===== config.mk =====
export PLATFORM = sky130hd
export DESIGN_NAME = wt_dcache_inv_ctrl
export DESIGN_NICKNAME = d
export VERILOG_FILES = /design/src/rtl/wt_dcache_inv_ctrl.sv
export SDC_FILE = /design/constraint.sdc
export NUM_CORES = 1
export LEC_CHECK = 0
export ABC_AREA = 1
export BUFFER_PORTS_ARGS = -buffer_cell sky130_fd_sc_hd__buf_2
export CORE_ASPECT_RATIO = 0.8
export CORE_UTILIZATION = 35
export DETAILED_ROUTE_END_ITERATION = 10
export PLACE_DENSITY_LB_ADDON = 0.12
export SLEW_MARGIN = 30
export SYNTH_ARGS = -nofsm -noshare
export SYNTH_HDL_FRONTEND = slang
export SYNTH_SLANG_ARGS = --single-unit

===== constraint.sdc =====
create_clock -name clk_i -period 4.6 [get_ports clk_i]
set_clock_uncertainty 0.15 [all_clocks]
set_input_delay 0.23 -clock clk_i [delete_from_list [all_inputs] [get_ports clk_i]]
set_output_delay 0.23 -clock clk_i [all_outputs]
set_load 0.01 [all_outputs]

===== src/rtl/wt_dcache_inv_ctrl.sv =====
// Invalidation sequencer for the write-through L1 dcache arrays.
// Drives the full-cacheline write port either to walk every set (flush)
// or to clear individual lines queued in a small in-order FIFO.
//
// Handshake: wr_cl_vld_o is held with stable idx/we until wr_cl_gnt_i is
// seen in the same cycle; it is never retracted once raised in FLUSH.
// inv_req_i/inv_ack_o: a request is taken on any cycle where both are high.
module wt_dcache_inv_ctrl #(
    parameter int unsigned NumSets      = 256,
    parameter int unsigned SetAssoc     = 8,
    parameter int unsigned IdxWidth     = $clog2(NumSets),
    parameter int unsigned InvFifoDepth = 2
) (
    input  logic                clk_i,
    input  logic                rst_i,
    input  logic                flush_i,
    output logic                flush_ack_o,
    output logic                busy_o,
    input  logic                inv_req_i,
    output logic                inv_ack_o,
    input  logic [IdxWidth-1:0] inv_idx_i,
    input  logic [SetAssoc-1:0] inv_way_i,
    input  logic                miss_busy_i,
    input  logic                wbuffer_empty_i,
    input  logic                wr_cl_gnt_i,
    output logic                wr_cl_vld_o,
    output logic [SetAssoc-1:0] wr_cl_we_o,
    output logic [IdxWidth-1:0] wr_cl_idx_o,
    output logic [SetAssoc-1:0] wr_vld_bits_o
);

    localparam int unsigned PtrWidth = $clog2(InvFifoDepth);
    localparam logic [IdxWidth-1:0] LastIdx = IdxWidth'(NumSets - 1);
    localparam logic [PtrWidth:0] FullCount = (PtrWidth + 1)'(InvFifoDepth);

    typedef enum logic [1:0] {
        IDLE  = 2'd0,
        DRAIN = 2'd1,
        FLUSH = 2'd2,
        DONE  = 2'd3
    } state_e;

    state_e state_q, state_d;
    logic [IdxWidth-1:0] cnt_q, cnt_d;

    logic [IdxWidth-1:0] fifo_idx_q [InvFifoDepth];
    logic [SetAssoc-1:0] fifo_way_q [InvFifoDepth];
    logic [PtrWidth-1:0] rd_ptr_q, wr_ptr_q;
    logic [PtrWidth:0]   count_q;

    logic fifo_empty, fifo_full;
    logic push, pop, fifo_clear;

    assign fifo_empty = (count_q == '0);
    assign fifo_full  = (count_q == FullCount);

    // A pop in the same cycle frees the slot, so a full FIFO can still accept.
    assign inv_ack_o = inv_req_i & (state_q == IDLE) & ~flush_i & (~fifo_full | pop);
    assign push      = inv_ack_o;

    assign busy_o        = (state_q != IDLE) | ~fifo_empty;
    assign wr_vld_bits_o = '0;

    // Next-state and write-port outputs; idx/we stay zero whenever vld is low.
    always_comb begin
        state_d     = state_q;
        cnt_d       = cnt_q;
        wr_cl_vld_o = 1'b0;
        wr_cl_we_o  = '0;
        wr_cl_idx_o = '0;
        flush_ack_o = 1'b0;
        pop         = 1'b0;
        fifo_clear  = 1'b0;
        case (state_q)
            IDLE: begin
                if (flush_i) begin
                    // A flush wipes every line, so queued single invalidates are moot.
                    state_d    = DRAIN;
                    fifo_clear = 1'b1;
                end else if (!fifo_empty) begin
                    wr_cl_vld_o = 1'b1;
                    wr_cl_idx_o = fifo_idx_q[rd_ptr_q];
                    wr_cl_we_o  = fifo_way_q[rd_ptr_q];
                    pop         = wr_cl_gnt_i;
                end
            end
            DRAIN: begin
                if (wbuffer_empty_i && !miss_busy_i) begin
                    state_d = FLUSH;
                    cnt_d   = '0;
                end
            end
            FLUSH: begin
                wr_cl_vld_o = 1'b1;
                wr_cl_we_o  = '1;
                wr_cl_idx_o = cnt_q;
                if (wr_cl_gnt_i) begin
                    cnt_d = cnt_q + IdxWidth'(1);
                    if (cnt_q == LastIdx) state_d = DONE;
                end
            end
            DONE: begin
                flush_ack_o = 1'b1;
                state_d     = IDLE;
            end
            default: state_d = IDLE;
        endcase
    end

    // FSM, set counter and FIFO pointer registers.
    always_ff @(posedge clk_i) begin
        if (rst_i) begin
            state_q  <= IDLE;
            cnt_q    <= '0;
            rd_ptr_q <= '0;
            wr_ptr_q <= '0;
            count_q  <= '0;
        end else begin
            state_q <= state_d;
            cnt_q   <= cnt_d;
            if (fifo_clear) begin
                rd_ptr_q <= '0;
                wr_ptr_q <= '0;
                count_q  <= '0;
            end else begin
                if (push) wr_ptr_q <= wr_ptr_q + PtrWidth'(1);
                if (pop)  rd_ptr_q <= rd_ptr_q + PtrWidth'(1);
                count_q <= count_q + (PtrWidth + 1)'(push) - (PtrWidth + 1)'(pop);
            end
        end
    end

    // FIFO payload storage; contents are only meaningful below count_q.
    always_ff @(posedge clk_i) begin
        if (push) begin
            fifo_idx_q[wr_ptr_q] <= inv_idx_i;
            fifo_way_q[wr_ptr_q] <= inv_way_i;
        end
    end

endmodule


# --- After elaboration in Yosys (flattened, before gate mapping) ---
# Memories as Yosys holds them, arrays and structs flattened. A register that Yosys moved wholly into a read port is not among the register bits.
# Cells that the tools add are included.
op_classes:
  add_sub_neg: 5
  n_eq_ne: 9
  n_mux: 29
  bitwise_logic: 8
  n_reduce_logical: 9
op_table:
  columns: ["cell", "count"]
  rows:
  - ["$mux 8", 6]
  - ["$pmux 8 s2", 3]
  - ["$mux 1", 14]
  - ["$add 8x1->8 const B", 1]
  - ["$eq 8x8->1 const B", 1]
  - ["$mux 2", 4]
  - ["$ne 2x2->1 const B", 4]
  - ["$pmux 2 s4", 1]
  - ["$eq 2x2->1 const B", 3]
  - ["$logic_not 2->1", 2]
  - ["$reduce_and 4->1", 1]
  - ["$reduce_bool 2->1", 2]
  - ["$and 1x1->1", 3]
  - ["$not 1->1", 3]
  - ["$reduce_and 3->1", 1]
  - ["$add 1x1->1 const B", 2]
  - ["$add 2x1->2", 1]
  - ["$eq 2x1->1 const B", 1]
  - ["$or 1x1->1", 2]
  - ["$pmux 1 s2", 1]
  - ["$reduce_or 2->1", 1]
  - ["$sub 2x1->2", 1]
  - ["$logic_and 1x1->1", 1]
  - ["$logic_not 1->1", 1]
word_totals:
  register_bits: 14
  ram_bits: 32
  in_bits: 23
  out_inout_bits: 28
  wordCells: 67
  n_memories: 2
memory_table:
  columns: ["name", "words", "width", "read_ports", "rd_clocked_by_memory_dff", "write_ports", "line", "text"]
  rows:
  - ["fifo_idx_q", 2, 8, 1, 1, 1, "46", "logic [IdxWidth-1:0] fifo_idx_q [InvFifoDepth];"]
  - ["fifo_way_q", 2, 8, 1, 1, 1, "47", "logic [SetAssoc-1:0] fifo_way_q [InvFifoDepth];"]

# --- Logic depth before layout (Yosys ltp) ---
logic_depth:
  word_depth: 8
  ltp_mapped: 10
  ltp_nobuf: 10

# --- Least setup slack after synthesis ---
# No wires, ideal clock.
synth_timing:
  path_kind: "flip-flop to flip-flop"
  from: "reg state_q[0]"
  to: "mem fifo_idx_q[1][0] (netlist bit) (enable)"
  setup_ns: 0.389
  arrival_ns: 1.759
  required_time_ns: 4.061
  setup_slack_ns: 2.302
  stages_incl_launch_ff: 9
  path_buffers: 0
  period_less_slack_ns: 2.298
  cell_sequence: "dfxtp_1 > inv_1 > ha_1 > inv_2 > nor2_4 > nand3_2 > nand3_2 > nand2_2 > nor2_1"
synth_via:
  elab_chain_len: 6
  word_cells_on_any_way: 8
  classes_between: "mux: 3; bitwise: 4; reduce/logical: 1"
synth_lines:
  columns: ["element", "line", "text"]
  rows:
  - ["start: declaration", "43", "state_e state_q, state_d;"]
  - ["start signal: assignment", "119", "state_q <= state_d;"]
  - ["$logic_not 2->1 *", "58, 74", null]
  - ["$and 1x1->1 or $mux 1 (tied branches)", "58, 74", null]
  - ["$and 1x1->1 or $or 1x1->1 (tied branches)", "58", "assign inv_ack_o = inv_req_i & (state_q == IDLE) & ~flush_i & (~fifo_full | pop);"]
  - ["$and 1x1->1 *", "58", null]
  - ["$mux 1 *", "135", "if (push) begin"]
  - ["$mux 1 (not written as such) *", "136", "fifo_idx_q[wr_ptr_q] <= inv_idx_i;"]
  - ["end: declaration", "46", null]
# Mark *: on every way between the ends. The rest lies on a longest branch, timed or not.

==> flow_summary.ini <==
[finish]
area_growth_pct = 23.5
fin_nets = 315
diodes = 0
drive_gt1_frac = 0.237
stdcell_area_um2 = 2790
fillerInstances = 603

[timing]
hold_viol_final = 0
relSlewSlack = 0.438
rsz0062_at_grt = no
fin_crit_sh = 0.510
fmax_mhz = 426
tightest_slew_ps = 841
fin_crit_ps = 2350
setup-violations-final = 0
fin_setup_tns_ps = 0
layout_setup_ws_ps = 2250
slew_viol_final = 0

[detailed_routing]
vias = 1644
wirelength_um = 4420
drc_errors = 0
route.detailed.wl_per_inst_um = 12.0
drt-initial-drc-count = 45
first_pass_iters = 4
ant_nets = 0
avgViaCountPerCell = 4.47

[power_and_ir_drop]
powerDensity_nw_per_um2 = 427
power_frac_comb = 0.315
pwr-share-seq = 0.424
p_leak_nw = 1.15
internal-power_mw = 0.803
ir_drop_mv = 0.177
switching_share = 0.327
clkPwrFrac = 0.261
p_sw_mw = 0.391

[hold_path]
hold_class = input port to flip-flop
hold_depth = 4
min-delay-start = flush_i
worstHoldEndpoint = count_q[0]$_SDFF_PP0_

[worst_setup_path]
crit_type = flip-flop to primary output
reg2reg_depth = 8
regToRegEndpoint = fifo_idx_q[0][7]$_DFFE_PP_
critical_path_peak_fanout = 17
end_kind = primary output
cp-start-kind = flip-flop
worstPathArrival_ps = 1970
r2r_slack_ps = 2380
cp.required_ps = 4220
r2r-start = state_q[0]$_SDFFE_PP0P_

[synthesis]
yosys.area_share.simple = 0.175
ys_ff_latch = 47
synthAdderAreaFrac = 0.0332
yosysWarnings = 0
yosys.area_share.xor_xnor = 0.0116
syn_inst = 225
yosysSeqAreaShare = 0.558
synth_area_um2 = 2260
synth_compound_area_frac = 0.0857
synthDistinctLibCells = 29
syn_area_per_cell_um2 = 10.1
synthMuxAreaShare = 0.0442
synth_top_family_by_area = simple AND/OR/NAND/NOR gates

[clock_network]
clk_path_buf_depth = 2
cts.clk_slew.worst_paths_ps = 80
clk_latency_ps = 290
clock-root-buffer = clkbuf_8
clock-sinks = 47
cts_made_buffers = 5
post-cts-setup-buffer-count = 0
htreeDepth = 2
cts_tree = done

[floorplan]
start_util = 0.373
boundaryPins = 51
die_h_um = 73.9
placeableCoreArea_um2 = 6070
dieArea_um2 = 6790
fp.dieW_um = 91.9
rows = 25

[flow_run]
maxCapViolCount = 0

[place]
port_buffers = 42
post-place-ws_ps = 2360
dp_hpwl_um = 3140
placedInstanceArea_um2 = 2510
gp_congestion = 0.745

[grt]
grt-ovfl-total = 0
grt_max_degree = 18
grt_pass1_wl_um = 7000
groute.usage.overall = 0.138
first_global_vias = 1477
antenna_found_initial = 0

[outcome]
status = complete, no violations
logic make-up (layout without fill, tap and decap cells):
logic type / Yosys count / count (layout)
DFF: 47 / 47
AOI/OAI and AO/OA: 32 / 32
buffers and inverters: 41 / 96
muxes: 10 / 10
xor gates and xnor gates: 3 / 3
other: 1 / 8
adders and majority gates: 6 / 6
and+or+nand+nor: 85 / 85
placed cells by master (no fill, tap or decap), types with 3 or more instances in the layout:
master,count
a21oi_1,10
buf_2,42
clkbuf_8,6
conb_1,8
dfxtp_1,15
dlygate4sd3_1,17
edfxtp_1,32
ha_1,6
inv_1,22
inv_2,6
mux2i_1,10
nand2_1,34
nand3_1,8
nand4_1,4
nor2_1,28
o21ai_1,13
o32ai_1,5
xor2_1,3
timing repair:
item	4_1_cts	5_1_grt
gates resized for setup	0	0
hold buffers	16	1
hold endpoints to repair	32	1
layer usage:
metal | wire, µm | track usage | vias up
met4 | 59 | 0.0521 | 0
met5 | 0 | 0 | -
li1 | - | - | 863
met3 | 156 | 0.0321 | 8
met1 | 2230 | 0.183 | 737
met2 | 1980 | 0.222 | 36
state kept, by name (all words and copies together), names as in the netlist, named ones only:
register / cells
fifo_idx_q: 16
fifo_way_q: 16
cnt_q: 8
count_q: 2
state_q: 2
rd_ptr_q: 1
wr_ptr_q: 1
worst max path at each step:
stage	from	to	slack, ps	cells after the start
floorplan	state_q[0]$_SDFFE_PP0P_	fifo_idx_q[1][0]$_DFFE_PP_	2300	8
detailed placement	state_q[0]$_SDFFE_PP0P_	fifo_idx_q[0][4]$_DFFE_PP_	2360	8
CTS	flip-flop	wr_cl_we_o[3]	2210	6
global placement	state_q[0]$_SDFFE_PP0P_	fifo_way_q[0][1]$_DFFE_PP_	2430	8
finish	flip-flop	wr_cl_we_o[3]	2250	6
global route	flip-flop	wr_cl_we_o[3]	2090	6
power by group through the flow:
stage | Clock, mW | Sequential [mW] | Combinational [mW]
floorplan | 0 | 0.512 | 0.272
global placement | 0 | 0.516 | 0.374
detailed placement | 0 | 0.517 | 0.370
CTS | 0.319 | 0.507 | 0.380
global route | 0.337 | 0.511 | 0.424
finish | 0.311 | 0.507 | 0.376
metrics by stage:
stage / hold WS (ps) / power (mW) / std cells / util
6_report: 155 / 1.19 / 368 / 0.460
5_1_grt: 184 / 1.27 / 368 / 0.460
4_1_cts: 7.17 / 1.21 / 367 / 0.459
3_5_place_dp: 273 / 0.887 / 343 / 0.413
3_3_place_gp: 272 / 0.890 / 343 / 0.413
2_1_floorplan: 149 / 0.783 / 232 / -
synth_stat cells:
master     n  area share
a21oi_1   10       0.022
a21oi_4    1      0.0072
buf_4     10       0.033
buf_6      2       0.010
clkbuf_1   1      0.0017
conb_1     1      0.0017
dfxtp_1   15        0.13
edfxtp_1  32        0.42
ha_1       6       0.033
inv_1     22       0.037
inv_2      6       0.010
mux2i_1   10       0.044
nand2_1   34       0.056
nand2_2    2      0.0055
nand2_4    1      0.0050
nand3_1    8       0.018
nand3_2    2      0.0088
nand3b_1   1      0.0033
nand4_1    4       0.011
nor2_1    28       0.046
nor2_2     1      0.0028
nor2_4     2       0.010
nor3_1     1      0.0022
nor3b_2    1      0.0055
o21ai_0    2      0.0044
o21ai_1   13       0.029
o21ai_2    1      0.0039
o32ai_1    5       0.019
xor2_1     3       0.012
cell type report:
class	instances	area [µm²]	share of cell area
sequential	47	1260	0.451
multi-input combinational	144	821	0.294
timing repair buffer	60	388	0.139
inverter	28	105	0.0376
tap	81	101	0.0363
clock buffer	6	82.6	0.0296
clock inverter	2	35.0	0.0125
critical path: stages, from the launching register on:
cell and delay [ps]:
dfxtp_1 880, inv_1 280, nand2_1 120, nand2_1 70, a21oi_1 150, inv_1 50
buf_2 130
Note: power is estimated with default switching activity, not from simulation.
